## src/rtl/alarm_pkg.sv

```systemverilog
// Shared types and width helpers for the multi-channel alarm unit.
package alarm_pkg;

  typedef logic [3:0] bcd_t;

  typedef struct packed {
    bcd_t h_t;
    bcd_t h_o;
    bcd_t m_t;
    bcd_t m_o;
  } hhmm_t;

  function automatic int RING_CNT_W(input int secs);
    return (secs < 2) ? 1 : $clog2(secs + 1);
  endfunction

  function automatic int SNOOZE_CNT_W(input int secs);
    return (secs < 2) ? 1 : $clog2(secs + 1);
  endfunction

endpackage

```

## src/rtl/alarm_slot.sv

```systemverilog
// One alarm channel: stored HH:MM, arm flag, edge detect, ring timer.
// Snooze counter exists only when ALARM_SNOOZE_EN is defined.
module alarm_slot
  import alarm_pkg::*;
#(
  parameter int RING_SECS   = 60,
  parameter int SNOOZE_SECS = 300
) (
  input  logic        clk,
  input  logic        rst,
  input  logic        sec_tick,
  input  logic [15:0] now,
  input  logic [15:0] set_val,
  input  logic        wr,
  input  logic        clr,
  input  logic        stop,
  input  logic        snooze,
  output logic        ringing,
  output logic        armed
);

  localparam int RW = RING_CNT_W(RING_SECS);
  localparam logic [RW-1:0] RING_LD = RW'(RING_SECS);

  hhmm_t          alm;
  logic [RW-1:0]  ring_cnt;
  logic           match;
  logic           match_q;
  logic           trig;

  assign match = armed & (hhmm_t'(now) == alm);
  assign trig  = match & ~match_q;

`ifdef ALARM_SNOOZE_EN
  localparam int SW = SNOOZE_CNT_W(SNOOZE_SECS);
  localparam logic [SW-1:0] SNZ_LD = SW'(SNOOZE_SECS);

  logic [SW-1:0] snz_cnt;

  always_ff @(posedge clk) begin
    if (rst) begin
      alm      <= '0;
      armed    <= 1'b0;
      match_q  <= 1'b0;
      ringing  <= 1'b0;
      ring_cnt <= '0;
      snz_cnt  <= '0;
    end else if (clr) begin
      armed    <= 1'b0;
      match_q  <= 1'b0;
      ringing  <= 1'b0;
      ring_cnt <= '0;
      snz_cnt  <= '0;
    end else if (wr) begin
      alm      <= hhmm_t'(set_val);
      armed    <= 1'b1;
      match_q  <= 1'b0;
      ringing  <= 1'b0;
      ring_cnt <= '0;
      snz_cnt  <= '0;
    end else begin
      match_q <= match;
      if (stop) begin
        ringing  <= 1'b0;
        ring_cnt <= '0;
        snz_cnt  <= '0;
      end else if (snooze && ringing) begin
        ringing  <= 1'b0;
        ring_cnt <= '0;
        snz_cnt  <= SNZ_LD;
      end else if (trig) begin
        ringing  <= 1'b1;
        ring_cnt <= RING_LD;
        snz_cnt  <= '0;
      end else if (sec_tick) begin
        if (ringing) begin
          ring_cnt <= ring_cnt - 1'b1;
          if (ring_cnt == RW'(1))
            ringing <= 1'b0;
        end
        // snooze expiry restarts a full ring period
        if (snz_cnt != '0) begin
          snz_cnt <= snz_cnt - 1'b1;
          if (snz_cnt == SW'(1)) begin
            ringing  <= 1'b1;
            ring_cnt <= RING_LD;
          end
        end
      end
    end
  end
`else
  logic unused_snooze;
  assign unused_snooze = snooze;

  always_ff @(posedge clk) begin
    if (rst) begin
      alm      <= '0;
      armed    <= 1'b0;
      match_q  <= 1'b0;
      ringing  <= 1'b0;
      ring_cnt <= '0;
    end else if (clr) begin
      armed    <= 1'b0;
      match_q  <= 1'b0;
      ringing  <= 1'b0;
      ring_cnt <= '0;
    end else if (wr) begin
      alm      <= hhmm_t'(set_val);
      armed    <= 1'b1;
      match_q  <= 1'b0;
      ringing  <= 1'b0;
      ring_cnt <= '0;
    end else begin
      match_q <= match;
      if (stop) begin
        ringing  <= 1'b0;
        ring_cnt <= '0;
      end else if (trig) begin
        ringing  <= 1'b1;
        ring_cnt <= RING_LD;
      end else if (sec_tick && ringing) begin
        ring_cnt <= ring_cnt - 1'b1;
        if (ring_cnt == RW'(1))
          ringing <= 1'b0;
      end
    end
  end
`endif

endmodule

```

## src/rtl/alarm_bank.sv

```systemverilog
// N-channel alarm bank beside the BCD time counter.
// Optional snooze support is enabled by defining ALARM_SNOOZE_EN.
module alarm_bank
  import alarm_pkg::*;
#(
  parameter int N_ALARMS    = 4,
  parameter int RING_SECS   = 60,
  parameter int SNOOZE_SECS = 300,
  localparam int CH_W = (N_ALARMS > 1) ? $clog2(N_ALARMS) : 1
) (
  input  logic                clk,
  input  logic                rst,
  input  logic                sec_tick,
  input  logic [3:0]          time_h_t,
  input  logic [3:0]          time_h_o,
  input  logic [3:0]          time_m_t,
  input  logic [3:0]          time_m_o,
  input  logic [CH_W-1:0]     set_sel,
  input  logic [3:0]          set_h_t,
  input  logic [3:0]          set_h_o,
  input  logic [3:0]          set_m_t,
  input  logic [3:0]          set_m_o,
  input  logic                set_wr,
  input  logic                clr_wr,
  input  logic                stop,
  input  logic                snooze,
  output logic                ring,
  output logic [N_ALARMS-1:0] ring_vec,
  output logic [N_ALARMS-1:0] armed_vec
);

  hhmm_t now;
  hhmm_t set_val;
  logic  sel_ok;

  assign now     = '{time_h_t, time_h_o, time_m_t, time_m_o};
  assign set_val = '{set_h_t, set_h_o, set_m_t, set_m_o};
  assign sel_ok  = int'(set_sel) < N_ALARMS;
  assign ring    = |ring_vec;

  for (genvar i = 0; i < N_ALARMS; i++) begin : g_slot
    logic hit;
    assign hit = sel_ok && (set_sel == CH_W'(i));

    alarm_slot #(
      .RING_SECS   (RING_SECS),
      .SNOOZE_SECS (SNOOZE_SECS)
    ) u_slot (
      .clk      (clk),
      .rst      (rst),
      .sec_tick (sec_tick),
      .now      (now),
      .set_val  (set_val),
      .wr       (set_wr & hit),
      .clr      (clr_wr & hit),
      .stop     (stop),
      .snooze   (snooze),
      .ringing  (ring_vec[i]),
      .armed    (armed_vec[i])
    );
  end

endmodule

```

## config.mk

```make
export PLATFORM = sky130hd
export DESIGN_NAME = alarm_bank
export DESIGN_NICKNAME = d
export VERILOG_FILES = /design/src/rtl/alarm_pkg.sv /design/src/rtl/alarm_slot.sv /design/src/rtl/alarm_bank.sv
export SDC_FILE = /design/constraint.sdc
export NUM_CORES = 1
export LEC_CHECK = 0
export BUFFER_PORTS_ARGS = -buffer_cell sky130_fd_sc_hd__clkbuf_2
export CORE_MARGIN = 2
export CORE_UTILIZATION = 53
export DETAILED_ROUTE_END_ITERATION = 16
export GPL_ROUTABILITY_DRIVEN = 0
export PLACE_DENSITY = 0.76
export SLEW_MARGIN = 10
export SYNTH_ARGS = -nofsm -noshare
export SYNTH_HDL_FRONTEND = slang
export SYNTH_SLANG_ARGS = --single-unit
```

## constraint.sdc

```tcl
create_clock -name clk -period 1.85 [get_ports clk]
set_input_delay 0.185 -clock clk [delete_from_list [all_inputs] [get_ports clk]]
set_output_delay 0.185 -clock clk [all_outputs]
set_load 0.01 [all_outputs]
```

### Yosys cells after proc, flatten, opt, wreduce, memory -nomap -nowiden

Index checks and enable logic that the tools add are counted.

* output and inout port bits: 9
* bits of input ports: 41
* word-level logic and storage cells: 133
* register bits after elaboration: 100

* bitwise gates (word level): 24
* $add $sub $neg: 4
* reduce and logical (&&, ||, !) cells: 38
* multiplexer cells: 20
* equality and inequality tests: 11

Operators with widths (number)
* 16-bit equality test: 4
* 6-bit 2-to-1 mux: 8
* 6-bit by 1-bit equality test with 1-bit output (second input constant): 4
* 6-bit by 1-bit subtractor with 6-bit output (second input constant): 4
* 4-bit OR reduction: 5
* 5-bit OR reduction: 4
* 1-bit bitwise AND: 16
* 2-bit AND reduction: 8
* 2-bit nonzero test: 8
* 1-bit 2-to-1 mux: 12
* 3-bit OR reduction: 4
* 1-bit inverter: 8
* 2-bit OR reduction: 4
* 2-bit equality test (second input constant): 2
* 1-bit logical AND: 4
* 2-bit by 1-bit equality test with 1-bit output (second input constant): 1
* 2-bit logical NOT: 1

### Logic depth before layout (Yosys ltp)

Gate-level depths: netlist of the first run.

* depth after elaboration: 5
* depth in mapped cells: 7
* mapped depth without buffers: 6

### Hierarchy

Synthesis of the first run repeated with hierarchy kept, for this count alone.

* cells, all modules: 578
* area total of the unflattened synthesis: 4728.3 um2

By module, submodules not included
* alarm_slot (g_slot[0].u_slot ...): cells each 144, times used 3, seq. area each 500.5 um2, area each 1178.6 um2
* alarm_slot (g_slot[2].u_slot): cells each 137, times used 1, seq. area each 500.5 um2, area each 1122.3 um2
* alarm_bank: cells each 9, times used 1, seq. area each 0.0 um2, area each 70.1 um2

### Worst setup path after synthesis of the first run

No wires, ideal clock.

* path type: reg2reg
* start point: register g_slot[0].u_slot.alm[14] in the netlist's numbering
* end point: register g_slot[0].u_slot.ring_cnt[1]
* slack: 0.051 ns
* stages on the path, launching flop included: 7
* buffers on the path: 1
* clock period less this slack: 1.799 ns
* setup time: 0.116 ns
* required time: 1.734 ns
* arrival time: 1.683 ns
* cells stage by stage: dfxtp_1 xnor2_2 nand4_1 or4_1 or3_1 buf_2 and3b_1

* cells in the longest elaborated chain, start to end: 4

Ends and longest elaborated chain
* from (decl): line alarm_slot.sv:25 `hhmm_t alm;`
* from (signal assigned): line alarm_slot.sv:109 `alm <= hhmm_t'(set_val);`
* 16-bit equality test: line alarm_slot.sv:31 `assign match = armed & (hhmm_t'(now) == alm);`
* 1-bit bitwise AND: line alarm_slot.sv:31
* 1-bit bitwise AND: line alarm_slot.sv:32 `assign trig = match & ~match_q;`
* 5-bit OR reduction (no source line)
* to (signal assigned): line alarm_slot.sv:123 `ring_cnt <= ring_cnt - 1'b1;`
* to (decl): line alarm_slot.sv:26 `logic [RW-1:0] ring_cnt;`

Every way passes these cells.
A chain may end at the register's enable or synchronous reset.

### Worst setup path after layout of the first run

* start point: register g_slot[1].u_slot.alm[4] in the netlist's numbering
* end point: register g_slot[1].u_slot.ring_cnt[0]

* cells in the longest elaborated chain, start to end: 4

Ends and longest elaborated chain (line)
* from (decl): alarm_slot.sv:25
* from (signal assigned): alarm_slot.sv:109
* 16-bit equality test: alarm_slot.sv:31
* 1-bit bitwise AND: alarm_slot.sv:31
* 1-bit bitwise AND: alarm_slot.sv:32
* 5-bit OR reduction (no source line)
* to (signal assigned): alarm_slot.sv:123
* to (decl): alarm_slot.sv:26

Every way passes these cells.

==> results.json, run 1 <==
{
  "wirelength_microns": 11400,
  "ys_ff_latch": 100,
  "start_util_pct": 54.2,
  "report.final.slew_viol_count": 0,
  "fp.dieW_microns": 98.2,
  "clk_path_buf_depth": 2,
  "final_cell_mix": "nand2_1, dfxtp_1, a21oi_1",
  "fmax_mhz": 518,
  "htree_levels": 3,
  "leakage_uw": 0.00195,
  "area_growth_pct": 14.3,
  "drtIter0Drc": 215,
  "syn_area_sq_um": 4700,
  "critPathKind": "reg2reg",
  "violations": "negative setup slack",
  "ir_worst_vdd_mv": 0.539,
  "setup_ws_ns": -0.0813,
  "rsz0062_at_grt": "true",
  "ys_types": 38,
  "crit_arrival_ns": 2.17,
  "syn_avg_cell_area_sq_um": 8.22,
  "root_buffer": "clkbuf_8",
  "first_pass_iters": 5,
  "fp.coreArea_sq_um": 8680,
  "final_common_cell": "nand2_1",
  "hold_ws_ns": 0.0727,
  "pin_count": 50,
  "crit_path_start_kind": "flop",
  "dp_hpwl_microns": 8150,
  "cts.clk_slew.worst_paths_ns": 0.09,
  "die_height_microns": 98.2,
  "cts_tree": "built",
  "synth.top_cell.area_share_pct": 42.6,
  "vias": 3998,
  "final-setup-viol-count": 6,
  "min_period_over_period_pct": 104,
  "crit_path_end_kind": "flop",
  "rows": 34,
  "fp.dieArea_sq_um": 9640,
  "antenna_cells": 0,
  "slowest_stage": "or4_4",
  "status": "finished, violations left",
  "worstPathMaxFanout": 7,
  "grt_start_max_net_pins": 45,
  "min_path_type": "in2reg",
  "portBuffers": 48,
  "hold_buffers": 0,
  "synth_area_leader_cell": "dfxtp_1",
  "numCtsBuffers": 9,
  "grtUsageTotal_pct": 24.0,
  "drc": 0,
  "fin_nets": 672,
  "slowest_delay_ns": 0.59,
  "drive_gt1_share_pct": 19.3,
  "antenna_found_initial": 0,
  "num-fill-cells": 773,
  "clock_latency_ns": 0.36,
  "multi_input_area_sq_um": 2510,
  "drv_cap": 0,
  "hold_viol": 0,
  "seq_area_frac_synth_pct": 42.6,
  "grt_pass1_wl_microns": 18400,
  "grt_overflow": 0,
  "via_per_inst": 5.43,
  "fin_skew_ns": 0.00871,
  "max_slew.worst_pin.slew_ns": 0.519,
  "cpLargestDelayFamily": "simple AND/OR/NAND/NOR gates",
  "cts_sinks": 100,
  "fin_crit_ns": 1.93,
  "final_antenna_net_count": 0,
  "power-per-cell-area_nw_per_um2": 750,
  "syn-num-nets": 621,
  "post_drt_wl_per_cell_microns": 15.4,
  "worst_ep_required_time_ns": 2.08,
  "synth.top_cells.by_area": "dfxtp_1, nand2_1, a21oi_1, xnor2_1, xor2_1",
  "regArea_sq_um": 2010,
  "syn_inst": 572,
  "final_core_util_pct": 62.0,
  "first_global_vias": 3798,
  "path_cells": "xor2_1 -> nor4_2 -> nand4_1 -> or4_4 -> nor3b_1",
  "cp_num_buf_inv": 0,
  "slew_headroom_pct": 65.2,
  "ys_warn_count": 0
}
-- final timing paths --
| path | startpoint | endpoint | slack (ns) | depth (start not counted) |
|---|---|---|---|---|
| worst min-delay path | set_m_t[0] | g_slot[1].u_slot.alm[4] | 0.07 | 3 |
| worst min register to register | g_slot[1].u_slot.alm[11] | g_slot[1].u_slot.alm[11] | 0.46 | 2 |
| worst max-delay path | g_slot[1].u_slot.alm[4] | g_slot[1].u_slot.ring_cnt[0] | -0.08 | 5 |
| worst max register to register | g_slot[1].u_slot.alm[4] | g_slot[1].u_slot.ring_cnt[0] | -0.08 | 5 |
-- per-layer routing --
metal	track usage, %	share of wire, %	vias up
met5	0	0	-
li1	-	-	1993
met2	41.3	49	105
met1	29.2	42	1877
met3	3.87	5.4	23
met4	11.6	3.1	0
-- synth_stat cells --
master and count:
or4_1 3, and4_1 1, a31oi_1 1, a21oi_2 1
nand2_1 143, nor2b_1 3, o21ai_0 3, dfxtp_1 100
clkbuf_2 1, nor4_1 14, xnor2_1 48, ha_1 8
nand4_1 7, and3b_1 2, nand3b_1 3, buf_2 4
nor3_1 7, inv_1 12, nand4b_1 1, o41ai_1 2
a311oi_1 1, o21ai_1 3, o31ai_1 1, buf_4 8
o221ai_1 1, buf_6 5, or3_1 7, nor3b_2 1
xnor2_2 4, nor2_1 14, nor3b_1 5, a21oi_1 89
xor2_1 29, o21bai_1 1, a211oi_1 4, clkbuf_1 20
nand3_1 10, nand2b_1 5
-- power breakdown --
group,switching [uW],internal [uW]
sequential,24.9,2180
clock,724,696
combinational,239,162
-- cell families after synthesis --
family          synth area share [%]
buf+inv                         5.56
compound gates                  12.1
simple gates                    21.9
flops                           42.6
fa+ha+maj                       2.13
xor+xnor                        15.7
-- flip-flops by register name, summed over array words and instances, names as in the netlist --
register / count
g_slot.u_slot.alm: 64
g_slot.u_slot.armed: 4
g_slot.u_slot.match_q: 4
g_slot.u_slot.ring_cnt: 24
g_slot.u_slot.ringing: 4
-- final cells by class --
cell class	instances	share of cell area [%]
sequential	100	37.4
multi-input combinational	422	46.8
clock inverter	4	0.884
tap	108	2.51
timing repair buffer	78	8.66
inverter	12	0.838
clock buffer	12	2.89
-- tightest hold or removal path, cell delays in order --
cell,delay [ns]
clkbuf_2,0.11
nand2_1,0.06
a21oi_1,0.05
-- metrics by stage --
step	setup TNS (ns)	instances	total power (uW)	area [sq um]	worst slack (ns)
after global routing	-0.793	736	4180	5380	-0.166
final	-0.189	736	4030	5380	-0.0813
after floorplan	0	572	2480	4700	0.0514
after CTS	-0.0871	735	4050	5330	-0.0292
after global placement	-0.843	720	2640	5090	-0.145
after detailed placement	-1.51	720	2650	5090	-0.158
-- timing repair --
action / in CTS / in global routing
endpoints found under the hold margin: 0 / 0
resized for setup: 14 / 7
buffers inserted: 0 / 1
pin swaps: 13 / 12
endpoints found under the setup margin: 16 / 18
No activity file was read; power rests on OpenSTA's default activity.
==> inputs of run 2 (changes only) <==
CORE_MARGIN = unset   (was 2)
==> results.json, run 2 (synthesis gave the netlist of run 1 again) <==
{
  "cts_tree": "built",
  "cts.clk_slew.worst_paths_ns": 0.10,
  "num-fill-cells": 767,
  "vias": 3994,
  "crit_path_start_kind": "flop",
  "clock_latency_ns": 0.36,
  "multi_input_area_sq_um": 2520,
  "max_slew.worst_pin.slew_ns": 0.531,
  "drv_cap": 0,
  "drtIter0Drc": 211,
  "grt_overflow": 0,
  "worst_ep_required_time_ns": 2.09,
  "first_pass_iters": 4,
  "timing.rr.start": "g_slot[1].u_slot.alm[4]",
  "final_cell_mix": "nand2_1, dfxtp_1, a21oi_1",
  "grt_pass1_wl_microns": 18000,
  "start_util_pct": 54.5,
  "crit_path_end_kind": "flop",
  "area_growth_pct": 14.0,
  "status": "finished, final reports clean",
  "rsz0062_at_grt": "true",
  "hold_buffers": 0,
  "wirelength_microns": 11200,
  "fp.dieW_microns": 96.2,
  "layout.cells.non_filler": 737,
  "final-setup-viol-count": 0,
  "clk_path_buf_depth": 2,
  "worstPathMaxFanout": 7,
  "numCtsBuffers": 9,
  "dp.cells": 721,
  "slowest_delay_ns": 0.58,
  "antenna_found_initial": 0,
  "leakage_uw": 0.00193,
  "fp.coreArea_sq_um": 8640,
  "cpLargestDelayFamily": "simple AND/OR/NAND/NOR gates",
  "antenna_cells": 0,
  "regArea_sq_um": 2010,
  "reg2reg_to": "g_slot[1].u_slot.ring_cnt[0]",
  "fin_skew_ns": 0.00805,
  "fin_crit_ns": 1.84,
  "path_cells": "xor2_2 -> nor4_2 -> nand4_1 -> or4_4 -> nor3b_2",
  "slowest_stage": "or4_4",
  "grt_start_max_net_pins": 52,
  "post_drt_wl_per_cell_microns": 15.2,
  "regMostFlops": "g_slot.u_slot.alm",
  "fin_nets": 673,
  "dp_hpwl_microns": 8180,
  "cp_num_buf_inv": 0,
  "ir_worst_vdd_mv": 0.626,
  "cts_sinks": 100,
  "first_global_vias": 3776,
  "root_buffer": "clkbuf_8",
  "grtUsageTotal_pct": 25.8,
  "die_height_microns": 96.2,
  "drive_gt1_share_pct": 18.9,
  "fmax_mhz": 544,
  "hold_viol": 0,
  "min_period_over_period_pct": 99.3,
  "pin_count": 50,
  "power-per-cell-area_nw_per_um2": 729,
  "crit_arrival_ns": 2.08,
  "rows": 34,
  "reg.largest.list": "g_slot.u_slot.alm: 64 flops, g_slot.u_slot.ring_cnt: 24 flops",
  "hold_ws_ns": 0.0720,
  "fp.dieArea_sq_um": 9250,
  "rr_worst_depth": 5,
  "via_per_inst": 5.42,
  "report.final.slew_viol_count": 0,
  "whs_path_depth": 3,
  "htree_levels": 3,
  "final_common_cell": "nand2_1",
  "worstHoldStart": "set_m_o[2]",
  "min_path_type": "in2reg",
  "drc": 0,
  "portBuffers": 48,
  "reg2reg_slack_ns": 0.01,
  "min_to": "g_slot[3].u_slot.alm[2]",
  "final_antenna_net_count": 0,
  "critPathKind": "reg2reg",
  "slew_headroom_pct": 64.6,
  "largest_register_ffs": 64
}
run 2: cell count changes in the layout (fill, tap and decap cells not counted), moves of 2 or more:
| cell | previous run | this run |
|---|---|---|
| xor2_1 | 29 | 27 |
| dfxtp_2 | 9 | 5 |
| clkinv_2 | 2 | 0 |
| dfxtp_1 | 91 | 95 |
| clkinvlp_4 | 1 | 4 |
| xor2_2 | 0 | 2 |
run 2: what timing repair did:
action | in CTS | in global routing
pin swaps | 6 | 6
buffers inserted | 1 | 0
setup endpoints to repair | 16 | 19
gates cloned | 0 | 0
gates resized for setup | 9 | 8
run 2: through the flow:
stage | setup WS, ns | utilization [%] | area (sq um) | TNS, ns | power [uW]
after CTS | -0.0600 | 61.6 | 5320 | -0.111 | 3930
after global routing | -0.0606 | 62.1 | 5360 | -0.176 | 4050
final | 0.0127 | 62.1 | 5360 | 0 | 3910
after global placement | -0.119 | 59.1 | 5100 | -0.566 | 2640
after detailed placement | -0.172 | 59.1 | 5100 | -1.35 | 2650
after floorplan | 0.0514 | - | 4700 | 0 | 2480
run 2: layout make-up:
cell class	instances	share of cell area, %
multi-input cells	422	46.9
flip-flops and latches	100	37.4
repair buffers	79	8.82
clock buffers	10	2.57
well taps	108	2.52
clock inverters	6	0.886
inverters	12	0.840
run 2: worst max path at each step:
| stage | startpoint | to | slack, ns | cells past startpoint |
|---|---|---|---|---|
| after detailed placement | g_slot[0].u_slot.alm[4] | g_slot[0].u_slot.ring_cnt[1] | -0.17 | 5 |
| final | g_slot[1].u_slot.alm[4] | g_slot[1].u_slot.ring_cnt[0] | 0.01 | 5 |
| after global routing | g_slot[1].u_slot.alm[4] | g_slot[1].u_slot.ring_cnt[1] | -0.06 | 5 |
| after CTS | g_slot[0].u_slot.alm[15] | g_slot[0].u_slot.ring_cnt[1] | -0.06 | 5 |
| after global placement | time_m_t[0] | g_slot[1].u_slot.ring_cnt[1] | -0.12 | 6 |
| after floorplan | g_slot[0].u_slot.alm[14] | g_slot[0].u_slot.ring_cnt[1] | 0.05 | 6 |
run 2: routing by layer:
| metal | global-route usage (%) | wire length [microns] | vias to the layer above | share of wire, % |
|---|---|---|---|---|
| met2 | 46.3 | 5650 | 98 | 51 |
| met3 | 4.58 | 578 | 24 | 5.2 |
| met1 | 30.5 | 4670 | 1877 | 42 |
| met4 | 9.45 | 289 | 0 | 2.6 |
| li1 | - | - | 1995 | - |
| met5 | 0 | 0 | - | 0 |
run 2: tightest hold or removal path, cell delays in order:
cell	delay, ns
clkbuf_2	0.11
nand2_1	0.06
a21oi_1	0.05
run 2: report_power, final:
part	switching, uW	internal, uW
clock network	773	532
registers	25.2	2180
logic	233	162
total	1030	2880
